### src/rtl/lsu_align.sv
// Load/store alignment unit: maps byte/half/word/dword requests onto a word-wide memory port.
// Define LSU_MISALIGNED_SPLIT_EN to serve word-crossing accesses as two beats; otherwise they are rejected.
module lsu_align #(
  parameter int DATA_WIDTH = 32
) (
  input  logic                    clk,
  input  logic                    rst,
  input  logic                    req_valid,
  output logic                    req_ready,
  input  logic                    req_we,
  input  logic [2:0]              req_func,
  input  logic [31:0]             req_addr,
  input  logic [DATA_WIDTH-1:0]   req_wdata,
  output logic                    mem_en,
  output logic [DATA_WIDTH/8-1:0] mem_we,
  output logic [31:0]             mem_addr,
  output logic [DATA_WIDTH-1:0]   mem_din,
  input  logic [DATA_WIDTH-1:0]   mem_dout,
  output logic                    resp_valid,
  output logic [DATA_WIDTH-1:0]   resp_data,
  output logic                    resp_err
);

  localparam int B  = DATA_WIDTH / 8;
  localparam int OW = $clog2(B);
  localparam int SW = $clog2(DATA_WIDTH);
`ifdef LSU_MISALIGNED_SPLIT_EN
  localparam bit SPLIT_EN = 1'b1;
`else
  localparam bit SPLIT_EN = 1'b0;
`endif

  typedef enum logic [2:0] {IDLE, ACC0, ACC1, DONE, RESP} state_t;

  state_t          state_reg;
  logic [2:0]      func_reg;
  logic [OW-1:0]   off_reg;
  logic            we_reg;
`ifdef LSU_MISALIGNED_SPLIT_EN
  logic [DATA_WIDTH-1:0] wdata_reg;
  logic [DATA_WIDTH-1:0] beat0_reg;
  logic [B-1:0]          mask_hi_reg;
  logic                  split_reg;
`endif

  function automatic logic [3:0] size_of(input logic [2:0] f);
    case (f[1:0])
      2'd0:    return 4'd1;
      2'd1:    return 4'd2;
      2'd2:    return 4'd4;
      default: return 4'd8;
    endcase
  endfunction

  // Byte mask over two consecutive words; any bit in the upper word means the access splits.
  logic [OW-1:0]  req_off;
  logic [2*B-1:0] req_mask;
  logic           req_split;
  logic           req_illegal;

  always_comb begin
    req_off     = req_addr[OW-1:0];
    req_mask    = (2*B)'(((32'd1 << size_of(req_func)) - 32'd1) << req_off);
    req_split   = |req_mask[2*B-1:B];
    req_illegal = (req_func == 3'b111) || (req_we && req_func[2]) ||
                  (DATA_WIDTH == 32 && (req_func == 3'b011 || req_func == 3'b110));
  end

  logic [DATA_WIDTH-1:0] beat0;
  logic [DATA_WIDTH-1:0] beat1;
  logic [DATA_WIDTH-1:0] raw;
  logic [DATA_WIDTH-1:0] low_mask;
  logic [DATA_WIDTH-1:0] load_data;
  logic [3:0]            ld_size;
  logic [SW-1:0]         sign_idx;
  logic                  sign_ext;

  always_comb begin
`ifdef LSU_MISALIGNED_SPLIT_EN
    beat0 = split_reg ? beat0_reg : mem_dout;
`else
    beat0 = mem_dout;
`endif
    beat1     = mem_dout;
    raw       = DATA_WIDTH'({beat1, beat0} >> {off_reg, 3'b000});
    ld_size   = size_of(func_reg);
    low_mask  = ~({DATA_WIDTH{1'b1}} << {ld_size, 3'b000});
    sign_idx  = SW'({ld_size, 3'b000} - 7'd1);
    sign_ext  = !func_reg[2] && raw[sign_idx];
    load_data = (raw & low_mask) | (sign_ext ? ~low_mask : '0);
  end

  always_ff @(posedge clk or posedge rst) begin
    if (rst) begin
      state_reg   <= IDLE;
      req_ready   <= 1'b1;
      mem_en      <= 1'b0;
      mem_we      <= '0;
      mem_addr    <= '0;
      mem_din     <= '0;
      resp_valid  <= 1'b0;
      resp_err    <= 1'b0;
      resp_data   <= '0;
      func_reg    <= '0;
      off_reg     <= '0;
      we_reg      <= 1'b0;
`ifdef LSU_MISALIGNED_SPLIT_EN
      wdata_reg   <= '0;
      beat0_reg   <= '0;
      mask_hi_reg <= '0;
      split_reg   <= 1'b0;
`endif
    end else begin
      case (state_reg)
        IDLE: begin
          if (req_valid) begin
            func_reg  <= req_func;
            off_reg   <= req_off;
            we_reg    <= req_we;
            req_ready <= 1'b0;
`ifdef LSU_MISALIGNED_SPLIT_EN
            wdata_reg   <= req_wdata;
            mask_hi_reg <= req_mask[2*B-1:B];
            split_reg   <= req_split;
`endif
            if (req_illegal || (req_split && !SPLIT_EN)) begin
              state_reg  <= RESP;
              resp_valid <= 1'b1;
              resp_err   <= 1'b1;
              resp_data  <= '0;
            end else begin
              state_reg <= ACC0;
              mem_en    <= 1'b1;
              mem_addr  <= {req_addr[31:OW], {OW{1'b0}}};
              mem_we    <= req_we ? req_mask[B-1:0] : '0;
              mem_din   <= req_wdata << {req_off, 3'b000};
            end
          end
        end
        ACC0: begin
`ifdef LSU_MISALIGNED_SPLIT_EN
          if (split_reg) begin
            state_reg <= ACC1;
            mem_addr  <= mem_addr + 32'(B);
            mem_we    <= we_reg ? mask_hi_reg : '0;
            mem_din   <= wdata_reg >> (8 * (B - int'(off_reg)));
          end else
`endif
          begin
            state_reg <= DONE;
            mem_en    <= 1'b0;
            mem_we    <= '0;
          end
        end
`ifdef LSU_MISALIGNED_SPLIT_EN
        ACC1: begin
          beat0_reg <= mem_dout;
          mem_en    <= 1'b0;
          mem_we    <= '0;
          state_reg <= DONE;
        end
`endif
        DONE: begin
          resp_valid <= 1'b1;
          resp_err   <= 1'b0;
          resp_data  <= we_reg ? '0 : load_data;
          state_reg  <= RESP;
        end
        RESP: begin
          resp_valid <= 1'b0;
          resp_err   <= 1'b0;
          req_ready  <= 1'b1;
          state_reg  <= IDLE;
        end
        default: state_reg <= IDLE;
      endcase
    end
  end

endmodule

### config.mk
export PLATFORM = sky130hd
export DESIGN_NAME = lsu_align
export DESIGN_NICKNAME = d
export VERILOG_FILES = /design/src/rtl/lsu_align.sv
export SDC_FILE = /design/constraint.sdc
export NUM_CORES = 1
export LEC_CHECK = 0
export ABC_CLOCK_PERIOD_IN_PS = 4200
export CAP_MARGIN = 20
export CELL_PAD_IN_SITES_DETAIL_PLACEMENT = 0
export CELL_PAD_IN_SITES_GLOBAL_PLACEMENT = 2
export CORE_MARGIN = 3
export CORE_UTILIZATION = 26
export CTS_BUF_LIST = sky130_fd_sc_hd__clkbuf_4 sky130_fd_sc_hd__clkbuf_8
export CTS_CLUSTER_DIAMETER = 150
export DETAILED_ROUTE_END_ITERATION = 8
export PLACE_DENSITY = 0.86
export SETUP_SLACK_MARGIN = 0.15
export SYNTH_ARGS = -nofsm -noshare
export SYNTH_HDL_FRONTEND = slang
export SYNTH_SLANG_ARGS = --single-unit
export TNS_END_PERCENT = 10
### constraint.sdc
create_clock -name clk -period 4.2 [get_ports clk]
set_input_delay 1.26 -clock clk [delete_from_list [all_inputs] [get_ports clk]]
set_output_delay 1.26 -clock clk [all_outputs]
set_load 0.05 [all_outputs]
# Yosys cells after proc, flatten, opt, wreduce, memory -nomap -nowiden
# Index checks and enable logic that the tools add are counted.
[op_classes]
mux = 25
addsub = 2
n_eq_ne = 13
n_shift = 5
n_lt_le_gt_ge = 1
bitwise = 5
reduce_logical = 24
[op_table]
columns = ["cell", "n"]
rows = [
  ["$mux W32", 4],
  ["$not A32 Y32", 2],
  ["$pmux W32 S2", 1],
  ["$shr A64 B5 Y32", 1],
  ["$and A32 B32 Y32", 1],
  ["$or A32 B32 Y32", 1],
  ["$shl A1 B4 Y32 const A", 1],
  ["$shl A32 B2 Y8", 1],
  ["$shl A32 B5 Y32", 1],
  ["$shl A32 B7 Y32 const A", 1],
  ["$sub A32 B1 Y32 const B", 1],
  ["$pmux W4 S3", 2],
  ["$reduce_and A3 Y1", 5],
  ["$mux W4", 3],
  ["$eq A3 B3 Y1 const B", 3],
  ["$pmux W3 S3", 1],
  ["$pmux W4 S2", 1],
  ["$reduce_bool A2 Y1", 4],
  ["$eq A3 B2 Y1 const B", 2],
  ["$lt A5 B6 Y1 const B", 1],
  ["$mux W1", 6],
  ["$mux W3", 2],
  ["$ne A2 B2 Y1 const B", 3],
  ["$pmux W1 S2", 3],
  ["16 further kinds", 24],
]
[totals]
ff_bits = 111
out_inout_bits = 104
word_cells = 87
input_bits = 103

# Depth between registers and ports, before layout
[logic_depth]
word_depth = 10
ltp_mapped = 6
mapped_depth_nobuf = 4

# Worst setup path after synthesis
# No wires, ideal clock.
[synth_timing]
path_type = "input to register"
from = "input req_valid"
to = "register resp_data[17]"
setup_time_ns = 0.124
path_slack_ns = 1.793
n_path_buf = 2
cell_stages = 5
t_required_ns = 4.076
arrival_time_ns = 2.283
cell_sequence = "nor4b_2 buf_2 a21oi_2 buf_2 a211o_2"
[synth_between]
elab_chain_cells = 2
[synth_lines]
columns = ["item", "line", "rtl"]
rows = [
  ["start: declaration", "8", "input logic req_valid,"],
  ["$ne A2 B2 Y1 (no line)", "--", ""],
  ["$reduce_and A3 Y1 (no line)", "--", ""],
  ["end signal: assignment", "166", "resp_data <= we_reg ? '0 : load_data;"],
  ["end: declaration", "20", "output logic [DATA_WIDTH-1:0] resp_data,"],
]
# Every way passes these cells.
# A chain may end at the register's enable or synchronous reset.

# Final worst setup path
[layout_timing]
from = "input req_func[1]"
to = "register mem_addr[11]"
[layout_between]
elab_chain_cells = 9
word_cells_on_any_way = 17
cone_classes = "1 x add/sub; 5 x eq/ne; 2 x shift; 1 x mux; 1 x bitwise; 7 x reduce/logical"
[layout_lines]
columns = ["item", "line", "rtl"]
rows = [
  ["start: declaration", "11", "input logic [2:0] req_func,"],
  ["$eq A2 B2 Y1 (tied with other cells)", "47", "case (f[1:0])"],
  ["$pmux W4 S3", "47", ""],
  ["$shl A1 B4 Y32", "63", "req_mask = (2*B)'(((32'd1 << size_of(req_func)) - 32'd1) << req_off);"],
  ["$sub A32 B1 Y32", "63", ""],
  ["$shl A32 B2 Y8", "63", ""],
  ["$reduce_or A4 Y1", "64", "req_split = |req_mask[2*B-1:B];"],
  ["$logic_or A1 B1 Y1 (*)", "126", "if (req_illegal || (req_split && !SPLIT_EN)) begin"],
  ["$not A1 Y1 (no line) (*)", "--", ""],
  ["$reduce_and A3 Y1 (no line) (*)", "--", ""],
  ["end signal: assignment", "134", "mem_addr <= {req_addr[31:OW], {OW{1'b0}}};"],
  ["end: declaration", "16", "output logic [31:0] mem_addr,"],
]
# Every way passes the cells marked *; elsewhere a longest branch is shown, timed or not.

==> impl_metrics.toml <==
[run_status]
outcome = "finished clean"

[detailed_routing]
drt_wl_total_microns = 17200
dr.first_iter.drc_count = 261
dr.pass1.iters = 4
drtAntennaViolNets = 0
vias = 4527
routedWlPerCell_microns = 18.7
vias_per_cell = 4.90
drc_errors = 0

[sta]
slew_violations = 0
tightestPinTransition_ns = 1.06
clock_skew_ns = 0.0141
max_freq_ghz = 0.315
grt_setup_unrepaired = "false"
finalSetupTns_ns = 0
min_period_over_period_pct = 75.7
relSlewSlack_pct = 28.5
hold_viol_final = 0
setup_viol = 0
fin_crit_ns = 3.18

[cells_and_area]
stdcell_count = 924
final_area_sq_um = 8070
fin_nets = 747
reg.largest.list = "mem_din x32, resp_data x32, mem_addr x30"
layout_common_cells = "204 x clkdlybuf4s50_1, 110 x dfrtp_1, 46 x mux2_2, 42 x nand2_1, 28 x mux4_2"
multi_input_area_sq_um = 2610
drive_gt1_share_pct = 17.4
antenna-diode-count = 0
seqCellArea_sq_um = 2780
fillCellCount = 2018
final_common_cell = "clkdlybuf4s50_1"
area_delta_synth_final_pct = 44.0

[clock_network]
clockBufferDepth = 2
cts.sinks = 111
htree_num_levels = 3
clk_latency_ns = 0.39
numCtsBuffers = 9
ctsResizeCount = 0
cts-root-buf = "clkbuf_8"
cts_tree = "yes"
cts_setup_buffers = 0
postCtsHoldBufs = 0
clk_pin_slew_worst_paths_ns = 0.10

[yosys]
syn_avg_cell_area_sq_um = 12.3
synth_area_leaders = "dfrtp_1 49%, mux4_2 11%, mux2_2 9.2%"
syn_area_sq_um = 5610
netlist.area_leader.share_pct = 49.1
synthArstFlopShare_pct = 100
synthDistinctLibCells = 39
synth_top_flop_cell = "dfrtp_1"
synthCells = 456
synth-seq-cells = 111
synth_top_cell_by_area = "dfrtp_1"
ys_warn_count = 0
synth_edf_count = 0
ys_seq_area_share_pct = 49.6

[place]
dp_hpwl_microns = 12800
place_area_sq_um = 7880
post-place-cells = 908
port_buffers = 204
place.gp.congestion = 0.859

[die]
die-area_sq_um = 23400
start_util_pct = 26.6
die_w_microns = 153
die_y_microns = 153
core_sq_um = 21100
ios = 207
row_count = 53

[grt]
antenna_found_initial = 0
track_usage_pct = 14.7
grt_pass1_wl_microns = 27500
grt_max_degree = 112
grt_pass1_vias = 4689
gr-total-overflow = 0

[pwr]
peakVddDrop_v = 0.000386
power.density_nw_per_um2 = 734
comb_power_share_pct = 58.2
p_sw_share_pct = 47.7
p_clk_share_pct = 10.7
p_sw_w = 0.00283
seq_power_share_pct = 31.0
leakagePower_nw = 3.49
power_w = 0.00593
intPower_w = 0.00310

[critical_path]
path_class = "input port to flop"
ff2ff_setup_slack_ns = 1.70
end_kind = "flop"
cp.arrival_ns = 3.45
required_ns = 4.47
cp-start-kind = "input port"
cp_max_fo = 96

[run]
cap_violations = 0

[worst_hold_path]
hold_class = "flop to flop"
-- cell usage after synthesis (2+ instances only) --
master / count
dfrtp_1: 110
mux2_2: 46
nand2_1: 42
mux4_2: 28
o21ai_0: 24
a211o_1: 19
a21oi_1: 18
buf_2: 18
mux2i_1: 18
nor2_1: 18
nor2b_1: 17
and3_1: 14
o31ai_1: 11
a211oi_1: 10
a22o_1: 9
inv_1: 8
clkbuf_1: 6
a211o_2: 5
buf_4: 5
nand3_1: 5
buf_6: 4
buf_1: 3
nor3_2: 2
-- layer usage --
metal / part of all wire [%] / vias up / GRT usage (%)
li1: - / 2061 / -
met1: 42 / 2244 / 19.3
met2: 47 / 209 / 23.7
met3: 9.4 / 13 / 5.01
met4: 1.3 / 0 / 3.52
met5: 0 / - / 0
-- stage by stage --
stage               worst slack (ns)  utilization [%]  hold slack, ns
floorplan                       1.60                -           0.473
global placement               0.697             37.4           0.461
detailed placement             0.634             37.4           0.473
CTS                             1.07             38.3           0.502
global route                   0.855             38.3           0.526
finish                          1.02             38.3           0.493
-- area by class of cell --
type                            instances  share of cell area, %
Timing Repair Buffer                  212                   26.2
Tap cell                              275                   4.26
Multi-Input combinational cell        302                   32.4
Clock inverter                          4                  0.357
Clock buffer                           12                   1.97
Inverter                                8                  0.419
Sequential cell                       111                   34.4
-- path summary, 6_finish.rpt --
check,from,to,cells after the start
max,req_func[1],mem_addr[11],5
min in group asynchronous,rst,resp_data[13],3
min reg2reg,mem_din[11],mem_din[11],2
max in group asynchronous,rst,mem_addr[17],3
min,mem_din[11],mem_din[11],2
max reg2reg,off_reg[1],resp_data[24],5
-- power groups by stage --
stage                     logic, W  registers (W)  clock network (W)
after floorplan            0.00108        0.00309                  0
final                      0.00345        0.00184           0.000636
after CTS                  0.00349        0.00185           0.000664
after detailed placement   0.00348        0.00187                  0
after global placement     0.00344        0.00185                  0
after global routing       0.00362        0.00191           0.000700
-- critical path, stage by stage --
cell and delay (ns):
clkdlybuf4s50_1 0.56, o21ai_0 0.22, o2111ai_4 0.14, buf_4 0.79, mux2_2 0.43
-- logic make-up (layout without fill, tap and decap cells) --
kind of cell    after synthesis  count (layout)  share of synthesized area [%]
flops                       111             111                           49.6
simple gates                105             105                           9.57
compound gates              102             102                           12.7
mux                          92              92                           23.7
buf+inv                      44             236                           4.22
other cells                   1               2                         0.0669
xor+xnor                      1               1                          0.156
(Power assumes the default switching activity.)
